--- config.mk ---
export PLATFORM = sky130hd
export DESIGN_NAME = hwpe_stream_strided_addrgen
export DESIGN_NICKNAME = d
export VERILOG_FILES = /design/src/rtl/hwpe_stream_strided_addrgen.sv
export SDC_FILE = /design/constraint.sdc
export NUM_CORES = 1
export LEC_CHECK = 0
export CELL_PAD_IN_SITES_DETAIL_PLACEMENT = 1
export CELL_PAD_IN_SITES_GLOBAL_PLACEMENT = 1
export CORE_UTILIZATION = 40
export DETAILED_ROUTE_END_ITERATION = 7
export PLACE_DENSITY_LB_ADDON = 0.1
export SLEW_MARGIN = 30
export SYNTH_ARGS = -nofsm -noshare
export SYNTH_HDL_FRONTEND = slang
export SYNTH_SLANG_ARGS = --single-unit
export TNS_END_PERCENT = 1
--- constraint.sdc ---
create_clock -name clk_i -period 5 [get_ports clk_i]
set_input_delay 1 -clock clk_i [delete_from_list [all_inputs] [get_ports clk_i]]
set_output_delay 1 -clock clk_i [all_outputs]
set_load 0.01 [all_outputs]
--- src/rtl/hwpe_stream_strided_addrgen.sv ---
// hwpe_stream_strided_addrgen
// Upstream address generator for an HWPE stream source/sink. Walks a
// three-level strided pattern (word / line / feature) and emits one byte
// address per valid/ready handshake. It reports IDLE/WORKING/DONE progress
// and per-handshake update flags to the controller.

module hwpe_stream_strided_addrgen #(
  parameter int unsigned ADDR_WIDTH = 32,
  parameter int unsigned CNT_WIDTH  = 16,
  parameter int unsigned STEP       = 4
) (
  input  logic                  clk_i,
  input  logic                  rst_ni,
  input  logic                  clear_i,
  input  logic                  start_i,
  input  logic [ADDR_WIDTH-1:0] base_addr_i,
  input  logic [ADDR_WIDTH-1:0] trans_size_i,
  input  logic [CNT_WIDTH-1:0]  line_length_i,
  input  logic [CNT_WIDTH-1:0]  line_stride_i,
  input  logic [CNT_WIDTH-1:0]  feat_length_i,
  input  logic [CNT_WIDTH-1:0]  feat_stride_i,
  output logic [ADDR_WIDTH-1:0] addr_o,
  output logic                  addr_valid_o,
  input  logic                  addr_ready_i,
  output logic                  ready_start_o,
  output logic                  done_o,
  output logic                  word_update_o,
  output logic                  line_update_o,
  output logic                  feat_update_o,
  output logic                  in_progress_o
);

  typedef enum logic [1:0] {
    IDLE    = 2'd0,
    WORKING = 2'd1,
    DONE    = 2'd2
  } state_e;

  state_e                state_q,      state_d;
  logic [ADDR_WIDTH-1:0] addr_q,       addr_d;
  logic [ADDR_WIDTH-1:0] line_base_q,  line_base_d;
  logic [ADDR_WIDTH-1:0] feat_base_q,  feat_base_d;
  logic [ADDR_WIDTH-1:0] trans_cnt_q,  trans_cnt_d;
  logic [ADDR_WIDTH-1:0] trans_size_q, trans_size_d;
  logic [CNT_WIDTH-1:0]  word_cnt_q,   word_cnt_d;
  logic [CNT_WIDTH-1:0]  line_cnt_q,   line_cnt_d;
  logic [CNT_WIDTH-1:0]  line_len_q,   line_len_d;
  logic [CNT_WIDTH-1:0]  line_str_q,   line_str_d;
  logic [CNT_WIDTH-1:0]  feat_len_q,   feat_len_d;
  logic [CNT_WIDTH-1:0]  feat_str_q,   feat_str_d;

  logic handshake;
  logic last_word;
  logic last_line;
  logic last_trans;

  // Handshake and end-of-line/feature/transfer decode from the latched configuration
  always_comb begin
    handshake  = (state_q == WORKING) && addr_ready_i;
    last_word  = (word_cnt_q == line_len_q - CNT_WIDTH'(1));
    last_line  = (line_cnt_q == feat_len_q - CNT_WIDTH'(1));
    last_trans = (trans_cnt_q == trans_size_q - ADDR_WIDTH'(1));
  end

  // Next-state logic: FSM transitions and the strided address walk
  always_comb begin
    // NOTE: every signal gets a default here so no path leaves one unassigned, which would infer a latch.
    state_d      = state_q;
    addr_d       = addr_q;
    line_base_d  = line_base_q;
    feat_base_d  = feat_base_q;
    trans_cnt_d  = trans_cnt_q;
    trans_size_d = trans_size_q;
    word_cnt_d   = word_cnt_q;
    line_cnt_d   = line_cnt_q;
    line_len_d   = line_len_q;
    line_str_d   = line_str_q;
    feat_len_d   = feat_len_q;
    feat_str_d   = feat_str_q;

    unique case (state_q)
      IDLE: begin
        if (start_i) begin
          if (trans_size_i == '0) begin
            // Empty transfer: report completion without emitting anything.
            state_d = DONE;
          end else begin
            state_d      = WORKING;
            addr_d       = base_addr_i;
            line_base_d  = base_addr_i;
            feat_base_d  = base_addr_i;
            trans_cnt_d  = '0;
            word_cnt_d   = '0;
            line_cnt_d   = '0;
            trans_size_d = trans_size_i;
            // Zero lengths behave as one so the last-index compares stay meaningful.
            line_len_d   = (line_length_i == '0) ? CNT_WIDTH'(1) : line_length_i;
            feat_len_d   = (feat_length_i == '0) ? CNT_WIDTH'(1) : feat_length_i;
            line_str_d   = line_stride_i;
            feat_str_d   = feat_stride_i;
          end
        end
      end

      WORKING: begin
        if (handshake) begin
          trans_cnt_d = trans_cnt_q + ADDR_WIDTH'(1);
          if (!last_word) begin
            addr_d     = addr_q + ADDR_WIDTH'(STEP);
            word_cnt_d = word_cnt_q + CNT_WIDTH'(1);
          end else if (!last_line) begin
            line_base_d = line_base_q + ADDR_WIDTH'(line_str_q);
            addr_d      = line_base_q + ADDR_WIDTH'(line_str_q);
            word_cnt_d  = '0;
            line_cnt_d  = line_cnt_q + CNT_WIDTH'(1);
          end else begin
            feat_base_d = feat_base_q + ADDR_WIDTH'(feat_str_q);
            line_base_d = feat_base_q + ADDR_WIDTH'(feat_str_q);
            addr_d      = feat_base_q + ADDR_WIDTH'(feat_str_q);
            word_cnt_d  = '0;
            line_cnt_d  = '0;
          end
          // The transfer length wins over any line/feature position.
          if (last_trans) begin
            state_d = DONE;
          end
        end
      end

      DONE: begin
        state_d = IDLE;
      end

      default: begin
        state_d = IDLE;
      end
    endcase
  end

  // State registers with synchronous reset and soft clear
  always_ff @(posedge clk_i) begin
    // NOTE: sequential state uses non-blocking assignments so every flop samples pre-edge values.
    if (!rst_ni || clear_i) begin
      state_q      <= IDLE;
      addr_q       <= '0;
      line_base_q  <= '0;
      feat_base_q  <= '0;
      trans_cnt_q  <= '0;
      trans_size_q <= '0;
      word_cnt_q   <= '0;
      line_cnt_q   <= '0;
      line_len_q   <= '0;
      line_str_q   <= '0;
      feat_len_q   <= '0;
      feat_str_q   <= '0;
    end else begin
      state_q      <= state_d;
      addr_q       <= addr_d;
      line_base_q  <= line_base_d;
      feat_base_q  <= feat_base_d;
      trans_cnt_q  <= trans_cnt_d;
      trans_size_q <= trans_size_d;
      word_cnt_q   <= word_cnt_d;
      line_cnt_q   <= line_cnt_d;
      line_len_q   <= line_len_d;
      line_str_q   <= line_str_d;
      feat_len_q   <= feat_len_d;
      feat_str_q   <= feat_str_d;
    end
  end

  // Status decoded from the registered state; update flags follow the handshake
  always_comb begin
    addr_o        = addr_q;
    addr_valid_o  = (state_q == WORKING);
    ready_start_o = (state_q == IDLE);
    done_o        = (state_q == DONE);
    in_progress_o = (state_q == WORKING);
    word_update_o = handshake;
    line_update_o = handshake && last_word;
    feat_update_o = handshake && last_word && last_line;
  end

endmodule

# After elaboration in Yosys (flattened, before gate mapping)

Cells that the tools add are included.

Eq/ne operators: 11
$mul: 0
Div/mod/pow operators: 0
Add/sub/neg operators: 9
$lt $le $gt $ge: 0
Bitwise operators: 1
Reductions and logical operators: 15
Shifts and indexed selects: 0
Multiplexer cells: 33

Operators with widths:

| kind                                                | number |
|---|---|
| two-way mux 32 bit                                  | 13 |
| one-hot mux 32 bit (2 select lines)                 | 4 |
| two-way mux 16 bit                                  | 9 |
| adder 32 x 16 -> 32 bit                             | 2 |
| one-hot mux 16 bit (2 select lines)                 | 2 |
| adder 16 x 1 -> 16 bit (second input constant)      | 2 |
| adder 32 x 1 -> 32 bit (second input constant)      | 1 |
| adder 32 x 3 -> 32 bit (second input constant)      | 1 |
| == test 16 bit                                      | 2 |
| == test 32 bit                                      | 1 |
| logical NOT 16 bit                                  | 2 |
| logical NOT 32 bit                                  | 1 |
| subtractor 16 x 1 -> 16 bit (second input constant) | 2 |
| subtractor 32 x 1 -> 32 bit (second input constant) | 1 |
| two-way mux 2 bit                                   | 4 |
| != test 2 x 1 -> 1 bit (second input constant)      | 4 |
| AND reduction 3 bit                                 | 2 |
| AND reduction 6 bit                                 | 1 |
| AND reduction 5 bit                                 | 1 |
| != test 2 bit (second input constant)               | 2 |
| one-hot mux 2 bit (2 select lines)                  | 1 |
| AND reduction 4 bit                                 | 1 |
| logical AND 1 bit                                   | 3 |
| == test 2 x 1 -> 1 bit (second input constant)      | 1 |
| 6 further kinds                                     | 6 |

Register bits after elaboration: 258
Bits in read-only memories: 0
RAM bits: 0
Latch bits: 0
Output and inout port bits: 39
Logic and storage cells: 81
Input port bits: 133
Memories kept: 0

# Depth between registers and ports, before layout

Depth in word-level cells: 6
Mapped depth: 13
Depth with buffers taken out: 11

# Worst setup path after synthesis

Ideal clock, no wire load.

Kind: reg-to-output
From: reg feat_len_q[0]
To: out feat_update_o
Stages on the path, launching flop included: 10
Buffers on the path: 0
Required time: 4.000 ns
Setup slack: 1.231 ns
Arrival time: 2.769 ns
Path through: dfxtp_1 -> inv_1 -> ha_1 -> or4b_2 -> nor3_1 -> xnor2_1 -> mux2i_1 -> or4b_1 -> or2_4 -> nor2_1

Cells in the longest elaborated chain, start to end: 3

RTL lines:

| what                        | RTL line | text |
|---|---|---|
| start, declared             | 49       | `logic [CNT_WIDTH-1:0] feat_len_q, feat_len_d;` |
| start signal, assigned      | 167      | `feat_len_q <= feat_len_d;` |
| subtractor 16 x 1 -> 16 bit | 61       | `last_line = (line_cnt_q == feat_len_q - CNT_WIDTH'(1));` |
| == test 16 bit              | 61       |  |
| logical AND 1 bit           | 181      | `feat_update_o = handshake && last_word && last_line;` |
| end, declared               | 29       | `output logic feat_update_o,` |

No other way between the ends.

# Worst setup path after layout

From: reg feat_len_q[4]
To: out feat_update_o

Same word-level chain as after synthesis.

==> run metrics <==
status finished, final reports clean; crit-path leading delay family simple AND/OR/NAND/NOR gates; final routed wire length divided by cell count 21.2 µm; global-route wire length before repair 92.4 mm; Tmin final 4.75 ns; WP data arrival 3.75 ns; Critical Path Fanout Max 6; Die Height 202 µm; num rows 72; crit path cell chain or4_4, or3_1, o41a_1, o22ai_2, or4b_4, or2_4, nor2_2, dlygate4sd2_1; CTS buffer count 31; YS warnings 0; clock latency at the later pin of the worst-skew pair 0.58 ns; final wirelength 58.9 mm; worst-margin pin slew 0.928 ns; number of synthesized flops with an enable pin 0; Setup-failing EPs final 0; DRC 0; pins over their slew limit 0; maximum clock frequency 210 MHz; critical path class flip-flop to output pin; die width 202 µm; root buffer cell clkbuf_16; Worst Hold Class flip-flop to flip-flop; layout cells sized above 1 6.83%; cell area after layout 19400 µm²; nets 2405; # diodes 0; via/cell ratio 5.88; Most used DFF post-synth dfxtp_1; dpl hpwl 42.8 mm; DP Worst Slack 0.270 ns; Iteration-0 DRC Markers 981; count of cell types in the netlist 82; hold_buf cts 0; TNS Setup 0 ns; VDD IR max 0.243 mV; average size of a mapped cell 7.55 µm²; die area 40700 µm²; max-cap violations 0; capturing element type of the critical path output pin; Area Overhead vs Synth 21.8%; CP Launch Type flip-flop; initial core utilization 40.9%; clk buf depth 3; CTS tree done; RSZ-0062 raised after global routing false; IO Port Bufs 171; pin count of the biggest net entering global routing 120; flops & latches, synth 258; sequential area share after synthesis 32.4%; Post-Syn Area 16000 µm²; Core Util, Final 49.8%; Mapped Cells 2113; initial antenna violation count 0; GRT Residual Overflow 0; async set or reset register ratio after synthesis 0%; period utilization 95.0%; clk sink count 258; clock slew at reported path FFs 0.06 ns; critical path's slowest cell or4_4; antenna-violating nets left 0; H-tree Lvls 1; Synth area leaders dfxtp_1 (32%), nand2_1 (8.5%), a21oi_1 (6.0%), xnor2_1 (5.5%), xor2_1 (5.0%); vias in the first global route 16.5k; Leakage Power 7.26 nW; cell area power density 291 nW/µm²; core area 39000 µm²; Yosys top cell area share 32.4%; Clock Skew 0.0156 ns; area leader, netlist dfxtp_1; Final Hold Fails 0; Vias 16.3k; I/O pin count 172; syn nets 2287; Overall Global Routing Usage 28.3%; Required @ worst endpoint 4.00 ns; CP peak stage delay 0.61 ns; Post-CTS Setup Inserts 0; DRT Pass-1 Iters 6; crit path buf inv count 1; placed cell count 2714; fin cells 2773; RePlAce Congestion 0.925; placed cell area 18200 µm²; Worst slew margin 38.1%; Final Worst Setup Slack 0.248 ns
## cell type report
type	count	area, µm²
Fill cell	4777	19600
Tap cell	518	648
Timing Repair Buffer	210	2050
Clock inverter	15	259
Inverter	27	101
Sequential cell	258	5170
Clock buffer	42	897
Multi-Input combinational cell	1703	10300
## placed cells by master, fill, tap and decap left out, types with 8 or more instances in the layout
master,count
nor2_1,175
o21ai_0,113
clkbuf_16,31
nand3_1,64
o221a_2,9
a31oi_1,30
o31ai_1,11
o22ai_1,9
or3_1,19
nand4_1,37
mux2i_1,30
xor2_1,91
o211a_1,8
nor4_1,33
a21o_1,13
nand2b_1,9
a311oi_1,8
dfxtp_1,257
or2_2,9
buf_4,33
and3_1,44
ha_1,38
nor3_1,52
nand2_1,362
o2111ai_1,8
inv_1,26
o211ai_1,31
and2_1,9
nor3b_1,8
xnor2_1,100
or4_1,15
o21a_1,13
o31a_1,8
a21oi_1,192
a211oi_1,19
o21bai_1,8
clkdlybuf4s50_1,170
and4_1,8
clkbuf_8,8
## stage by stage
stage / hold WS [ns] / power, mW
6_report: 0.455 / 5.65
5_1_grt: 0.479 / 5.86
4_1_cts: 0.454 / 5.69
3_5_place_dp: 0.444 / 3.11
3_3_place_gp: 0.437 / 3.09
2_1_floorplan: 0.427 / 2.75
## Yosys cell counts, drive strengths merged, types with 9 or more instances
cell type and count:
nand2 364, dfxtp 258, a21oi 192, nor2 179, o21ai 119, clkbuf 111, xnor2 101, xor2 91
nand3 64, nor3 55, and3 44, ha 39, nand4 37, nor4 35, o211ai 31, a31oi 30
mux2i 30, inv 26, a211oi 20, or3 19, or4 16, buf 14, a21o 13, o21a 13
nand2b 11, o22ai 11, o31ai 11, or2 10, and2 9, o21bai 9, o221a 9
## path summary, 6_finish.rpt
path / start / to / slack [ns] / cells past startpoint
max: feat_len_q[4]$_SDFFE_PP0P_ / feat_update_o / 0.25 / 8
min: addr_o[0]$_SDFFE_PP0P_ / addr_o[0]$_SDFFE_PP0P_ / 0.46 / 2
min reg2reg: addr_o[0]$_SDFFE_PP0P_ / addr_o[0]$_SDFFE_PP0P_ / 0.46 / 2
max reg2reg: feat_len_q[0]$_SDFFE_PP0P_ / line_cnt_q[9]$_SDFFE_PP0P_ / 0.89 / 11
## registers in the layout, summed over array words and instances, names as in the netlist
| register | flops |
|---|---|
| trans_size_q | 32 |
| line_len_q | 16 |
| addr_o | 32 |
| state_q | 2 |
| line_cnt_q | 16 |
| word_cnt_q | 16 |
| feat_str_q | 16 |
| line_base_q | 32 |
| trans_cnt_q | 32 |
| feat_base_q | 32 |
| feat_len_q | 16 |
| line_str_q | 16 |
## routing by layer
| metal | up-vias | share of wire, % | track usage (%) |
|---|---|---|---|
| met5 | - | 0 | 0 |
| met4 | 0 | 2.7 | 7.77 |
| met3 | 87 | 4.5 | 2.88 |
| met2 | 383 | 46 | 46.5 |
| met1 | 8029 | 47 | 39.1 |
| li1 | 7815 | - | - |
## repair_timing
action | CTS | global route
resized for setup | 11 | 4
endpoints found under the setup margin | 2 | 1
pin swaps | 0 | 1
## power by group
part / switching, mW / internal [mW]
logic: 0.510 / 0.379
registers: 0.0823 / 2.12
clock network: 0.953 / 1.61
total: 1.55 / 4.11
## cells by family (layout without fill, tap and decap cells)
family	count (synthesis)	in the layout	synth area share, %
adder cells (fa/ha/maj)	41	41	3.31
flip-flops	258	258	32.4
AO/OA/AOI/OAI	555	555	22.2
XOR/XNOR	192	192	10.5
multiplexers	33	33	2.09
buffers and inverters	152	294	3.75
AND/OR/NAND/NOR	882	882	25.8
## tightest hold or removal path, cell delays in order (launching register included)
cell	delay, ns
dfxtp_1	0.32
nand2_1	0.05
nand2_1	0.04
Power figures use the tool's default switching activity.
